### src/rtl/pipeline_hazard_ctrl_pkg.sv
// Shared types and constants for the pipeline stall/flush controller.
// Holds the FSM encoding, the register-index width and the x0 index.
package pipeline_ctrl_pkg;

  localparam int REG_W = 5;
  localparam logic [REG_W-1:0] X0_IDX = '0;

  typedef enum logic {
    ST_RUN      = 1'b0,
    ST_MEM_WAIT = 1'b1
  } state_e;

  // A load in EX feeding either source of the instruction in ID; x0 never creates a dependency.
  function automatic logic load_use_hit(input logic             mem_read,
                                        input logic [REG_W-1:0] rd,
                                        input logic [REG_W-1:0] rs1,
                                        input logic [REG_W-1:0] rs2);
    return mem_read && (rd != X0_IDX) && ((rd == rs1) || (rd == rs2));
  endfunction

endpackage

### src/rtl/pipeline_hazard_ctrl.sv
// Central stall/flush controller for the 5-stage pipeline: memory freeze,
// branch flush and load-use bubble, in that priority, plus a stall statistic.
module pipeline_hazard_ctrl
  import pipeline_ctrl_pkg::*;
#(
  parameter int MEM_LAT = 2,
  parameter int CNT_W   = 4,
  parameter int STAT_W  = 16
) (
  input  logic              i_clk,
  input  logic              i_rst_n,
  input  logic [REG_W-1:0]  i_id_rs1,
  input  logic [REG_W-1:0]  i_id_rs2,
  input  logic [REG_W-1:0]  i_ex_rd,
  input  logic              i_ex_mem_read,
  input  logic              i_ex_branch_taken,
  input  logic              i_mem_access,
  output logic              o_pc_en,
  output logic              o_ifid_en,
  output logic              o_ifid_clr,
  output logic              o_idex_en,
  output logic              o_idex_clr,
  output logic              o_exmem_en,
  output logic              o_exmem_clr,
  output logic              o_memwb_en,
  output logic              o_memwb_clr,
  output logic              o_busy,
  output logic [STAT_W-1:0] o_stall_cycles
);

  localparam logic [CNT_W-1:0] CNT_LOAD    = CNT_W'(MEM_LAT - 1);
  localparam logic [CNT_W-1:0] CNT_ONE     = CNT_W'(1);
  localparam logic             MULTI_CYCLE = (MEM_LAT > 1);

  state_e            state_q, state_d;
  logic [CNT_W-1:0]  cnt_q, cnt_d;
  logic [STAT_W-1:0] stat_q, stat_d;

  logic freeze;
  logic flush;
  logic bubble;

  // In MEM_WAIT the release cycle (cnt==1) falls through to normal RUN decoding,
  // which deliberately ignores i_mem_access for that one cycle.
  assign freeze = (state_q == ST_MEM_WAIT) ? (cnt_q > CNT_ONE)
                                           : (MULTI_CYCLE && i_mem_access);
  assign flush  = !freeze && i_ex_branch_taken;
  assign bubble = !freeze && !i_ex_branch_taken &&
                  load_use_hit(i_ex_mem_read, i_ex_rd, i_id_rs1, i_id_rs2);

  // Enables stay high on any register being cleared, so clear never meets enable-low
  // except MEM/WB during a freeze.
  assign o_pc_en        = !(freeze || bubble);
  assign o_ifid_en      = !(freeze || bubble);
  assign o_ifid_clr     = flush;
  assign o_idex_en      = !freeze;
  assign o_idex_clr     = flush || bubble;
  assign o_exmem_en     = !freeze;
  assign o_exmem_clr    = 1'b0;
  assign o_memwb_en     = 1'b1;
  assign o_memwb_clr    = freeze;
  assign o_busy         = freeze;
  assign o_stall_cycles = stat_q;

  always_comb begin
    // NOTE: every variable gets a default first so no path leaves it unassigned (no latch).
    state_d = state_q;
    cnt_d   = cnt_q;
    stat_d  = stat_q;

    case (state_q)
      ST_RUN: begin
        if (freeze) begin
          state_d = ST_MEM_WAIT;
          cnt_d   = CNT_LOAD;
        end
      end
      ST_MEM_WAIT: begin
        if (freeze) begin
          cnt_d = cnt_q - CNT_ONE;
        end else begin
          state_d = ST_RUN;
          cnt_d   = '0;
        end
      end
      default: begin
        state_d = ST_RUN;
        cnt_d   = '0;
      end
    endcase

    if ((freeze || flush || bubble) && (stat_q != '1)) begin
      stat_d = stat_q + STAT_W'(1);
    end
  end

  always_ff @(posedge i_clk or negedge i_rst_n) begin
    if (!i_rst_n) begin
      state_q <= ST_RUN;
      cnt_q   <= '0;
      stat_q  <= '0;
    end else begin
      // NOTE: non-blocking assignments so all state updates see pre-edge values.
      state_q <= state_d;
      cnt_q   <= cnt_d;
      stat_q  <= stat_d;
    end
  end

endmodule

### config.mk
export PLATFORM = sky130hd
export DESIGN_NAME = pipeline_hazard_ctrl
export DESIGN_NICKNAME = d
export VERILOG_FILES = /design/src/rtl/pipeline_hazard_ctrl_pkg.sv /design/src/rtl/pipeline_hazard_ctrl.sv
export SDC_FILE = /design/constraint.sdc
export NUM_CORES = 1
export LEC_CHECK = 0
export ABC_CLOCK_PERIOD_IN_PS = 1900
export CAP_MARGIN = 20
export CORE_MARGIN = 2
export CORE_UTILIZATION = 40
export DETAILED_ROUTE_END_ITERATION = 8
export PLACE_DENSITY = 0.74
export RECOVER_POWER = 25
export SYNTH_ARGS = -nofsm -noshare
export SYNTH_HDL_FRONTEND = slang
export SYNTH_SLANG_ARGS = --single-unit
export TNS_END_PERCENT = 1
### constraint.sdc
create_clock -name i_clk -period 1.9 [get_ports i_clk]
set_input_delay 0.38 -clock i_clk [delete_from_list [all_inputs] [get_ports i_clk]]
set_output_delay 0.38 -clock i_clk [all_outputs]
set_load 0.005 [all_outputs]
==> summary by stage <==
Final layout
Cells with a size suffix above 1 make up about a third of the layout. The post-layout instance count excluding filler cells is approximately 240. After the last flow step, the layout net total stands at about 220. The finished cells cover slightly above 2000 sq um. For this run, the share of the core covered by cells in the final layout is between 60% and 70%. The area added between synthesis and finish is 53.52%. The number of diodes added for antenna fixing is 0.

Floorplanning
The floorplan step set the die width to about 61 um. The placeable core area is 3078 sq um. The floorplan has 20 rows.

The die height is 61.31 um. 46 I/O pins were placed. The die covers between 3000 and 4000 sq um. The initial cell density of the core is between 40% and 50%.

Worst setup path
The endpoint arrival time on the critical path is approximately 1700 ps. Along the worst path, the maximum fanout reaches 4. The cell family contributing the most delay on the critical path is flip-flops.

The count of buffering cells on the critical path with inverters included is 3. The most critical setup path has its startpoint at cnt_q[0]$_DFFE_PN0P_. On the worst path, the slowest cell contributes a delay of 460 ps.

The worst setup path is of the reg2out kind. The worst setup path is launched from a flop. The worst setup path is captured at a primary output.

The signal on the critical path passes through inv_2 > ha_4 > nor2_4 > nor3_4 > a21oi_4 > buf_6 > a21oi_2 > buf_2. Counting cells, the worst reg-to-reg path comes to 10. The startpoint identified for the worst register-to-register timing path is cnt_q[0]$_DFFE_PN0P_. The cell with the biggest individual delay on the critical path is dfrtp_2. The logic depth of the worst path, buffers included is 8.

The setup slack of the worst register-to-register path is around 70 ps. For the worst setup path, the data required time is approximately 1500 ps.

Synthesis
The synthesized design contains 21 register bits. The number of distinct library cells after synthesis is 33. In this run the mean area of a mapped cell was 10.34 sq um. The post-synthesis instance total is between 100 and 150. The count of warnings emitted by yosys is 0. The netlist area before placement is 1314 sq um. The share of the Yosys chip area taken by registers is about two fifths. The net count after synthesis is 150.

STA
Setup repair after global routing could not meet its margin everywhere. The total count of hold-check failures in the final report is 0. Counting I/O delays and the setup requirement, the final critical path takes just over 2000 ps. The post-route setup TNS is -833.5 ps. The max-slew violation count came to 0. Across the routed clock network, the largest skew measured is 10.80 ps. Based on the critical path, the design can be clocked at up to 481.8 MHz. At the pin with the least slew margin, the transition time is approximately 1100 ps.

Setup slack on the critical path of the routed design comes to -175.6 ps. On the final layout, the worst hold slack is between 400 and 500 ps. The worst pin sits at a relative slew slack of about a quarter. The worst path uses 109.2% of the clock period.

Setup violations remaining at the end of the flow were counted as 7.

Hold path
The worst hold path stage count is 1. The startpoint identified for the worst hold timing path is o_stall_cycles[14]$_DFFE_PN0P_. The min-delay analysis places its worst path in the category reg2reg.

CTS
The maximum buffer depth of the clock tree is 2. The TritonCTS clock tree is built. The CTS buffer count is 3. The tree is rooted in a clkbuf_4. Clock tree synthesis found a total of 21 sinks. The clock reaches the later pin of the worst-skew pair after approximately 300 ps. The number of levels the H-tree was split into is 1. Clock-pin slew was measured on the worst setup and hold paths at 110 ps.

Run status
The flow ran to the end, but the final reports show violations. The final reports fail on negative setup slack.

Place
Summed over all nets, the half-perimeter wirelength after detailed placement is between 2 and 2.5 mm. At the end of routability-driven placement, the weighted congestion stood at roughly 0.78. The worst setup slack before clock tree synthesis is -818.6 ps. The number of buffers inserted by port buffering is between 40 and 50. The area of placed instances is roughly 1900 sq um. The instance count after placement with tap cells included is 226.

Route
The ratio of routed vias to standard cells is roughly 5. Wires add up to between 3 and 4 mm. The first-iteration detailed-routing DRC count is 32.

The routed layout has approximately 1200 vias. The remaining antenna violation count is 0. The first detailed-routing pass ran for 4 iterations. Dividing the detail-routed wire length by the instance count gives between 10 and 15 um.

The number of remaining DRC errors is 0.

Pwr
The analysis attributes to net switching a power of between 800 and 900 uW. Sequential cells account for a little under a third of the total power. In this run switching power makes up a little under two fifths of total power. The internal power consumption is about 1.5 mW. The share of power burned in the clock network is 9.3%.

Across the VDD grid, the largest voltage drop is 910.4 uV. The power consumption is approximately 2.3 mW. The power density over the cells is between 1000 and 1500 nW/um^2. The total leakage power is ~0.9 nW. Combinational logic burns approximately three fifths of the power.

Global routing
The first global-routing pass estimated around 4.9 mm of wire. The initial antenna violation count was 0. Entering global routing, the biggest net connects 22 pins. The remaining global-route overflow is 0. The number of global-route vias before repair is roughly 1200. Across every metal layer, demand over resource in global routing totals between 10% and 20%.

Job
The number of max-capacitance violations reported is 0.
## power groups by stage
| stage | combinational (mW) | clock [mW] | sequential (mW) |
|---|---|---|---|
| after global placement | 1.23 | 0 | 0.709 |
| final | 1.40 | 0.218 | 0.731 |
| after detailed placement | 1.28 | 0 | 0.717 |
| after CTS | 1.36 | 0.225 | 0.724 |
| after floorplan | 0.634 | 0 | 0.694 |
| after global routing | 1.52 | 0.247 | 0.749 |
## flip-flops by register name, indices dropped and copies added (netlist names)
register	count
o_stall_cycles	16
cnt_q	4
state_q	1
## layout make-up
cell class                 count  area (sq um)
clock inverter                 1         7.507
inverter                       5         18.77
multi-input combinational     93         785.8
tap                           44         55.05
fill                         244          1061
timing repair buffer          69         600.6
clock buffer                   3         22.52
sequential                    21         526.8
## layout by cell type (no fill, tap or decap), drive strengths merged
master,n
nor3,3
o21ai,5
dlygate4sd2,5
and3,12
and4,1
clkdlybuf4s15,1
a22o,1
xor2,10
o31ai,2
a22oi,1
dlygate4sd3,1
clkinvlp,1
inv,5
a21oi,2
conb,2
nand4,5
nand2,4
nor2,9
and2,1
clkbuf,5
ha,3
xnor2,15
mux2,1
nand3,11
nor2b,1
buf,31
or4,2
clkdlybuf4s50,29
dfrtp,21
o31a,1
o211ai,1
## repair_timing
item                                    4_1_cts  5_1_grt
pin swaps                                    13       10
setup buffers                                 5        1
endpoints found under the setup margin       24       24
resized for setup                            50        5
hold buffers                                  0        0
## worst reg2reg max path, cell delays in order (launching register included)
cell,delay [ps]
dfrtp_2,460
inv_2,90
ha_4,150
nor2_4,40
nor3_4,200
a21oi_4,110
inv_2,80
buf_4,110
o211ai_4,70
nand2_1,130
mux2_4,310
## cell families after synthesis
logic type,count (synthesis),synth area share [%]
compound gates,13,8.476
fa+ha+maj,3,2.857
flops,21,40.00
buf+inv,13,6.095
xor+xnor,25,16.67
other cells,2,0.5716
simple gates,49,24.19
mux,1,1.143
## per-layer routing
| layer | global-route usage, % | vias up | routed length (um) |
|---|---|---|---|
| li1 | - | 562 | - |
| met1 | 20.08 | 559 | 1208 |
| met2 | 33.89 | 55 | 1607 |
| met3 | 1.471 | 4 | 184 |
| met4 | 5.590 | 0 | 26 |
| met5 | 0 | - | 0 |
## cells in the mapped netlist, drive strengths merged
cell | n | area [sq um]
conb | 2 | 7.510
nand4 | 5 | 31.28
or4 | 2 | 18.77
dfrtp | 21 | 525.5
o31a | 1 | 8.760
and4 | 1 | 8.760
nor2 | 9 | 33.78
o31ai | 2 | 15.01
mux2 | 1 | 15.01
nor2b | 1 | 6.260
xnor2 | 15 | 131.4
a22o | 1 | 8.760
and3 | 12 | 75.07
xor2 | 10 | 87.58
nor3 | 3 | 20.02
nand2 | 4 | 17.52
a21oi | 2 | 13.76
a22oi | 1 | 7.510
o21ai | 5 | 36.29
and2 | 1 | 6.260
o211ai | 1 | 21.27
nand3 | 11 | 100.1
buf | 8 | 61.30
ha | 3 | 37.54
inv | 5 | 18.77
## worst paths after layout
kind	endpoint
max	o_pc_en
min	o_stall_cycles[14]$_DFFE_PN0P_
max reg2reg	o_stall_cycles[1]$_DFFE_PN0P_
min reg2reg	o_stall_cycles[14]$_DFFE_PN0P_
max in group asynchronous	cnt_q[0]$_DFFE_PN0P_
min in group asynchronous	o_stall_cycles[8]$_DFFE_PN0P_
Note: power is estimated with default switching activity, not from simulation.
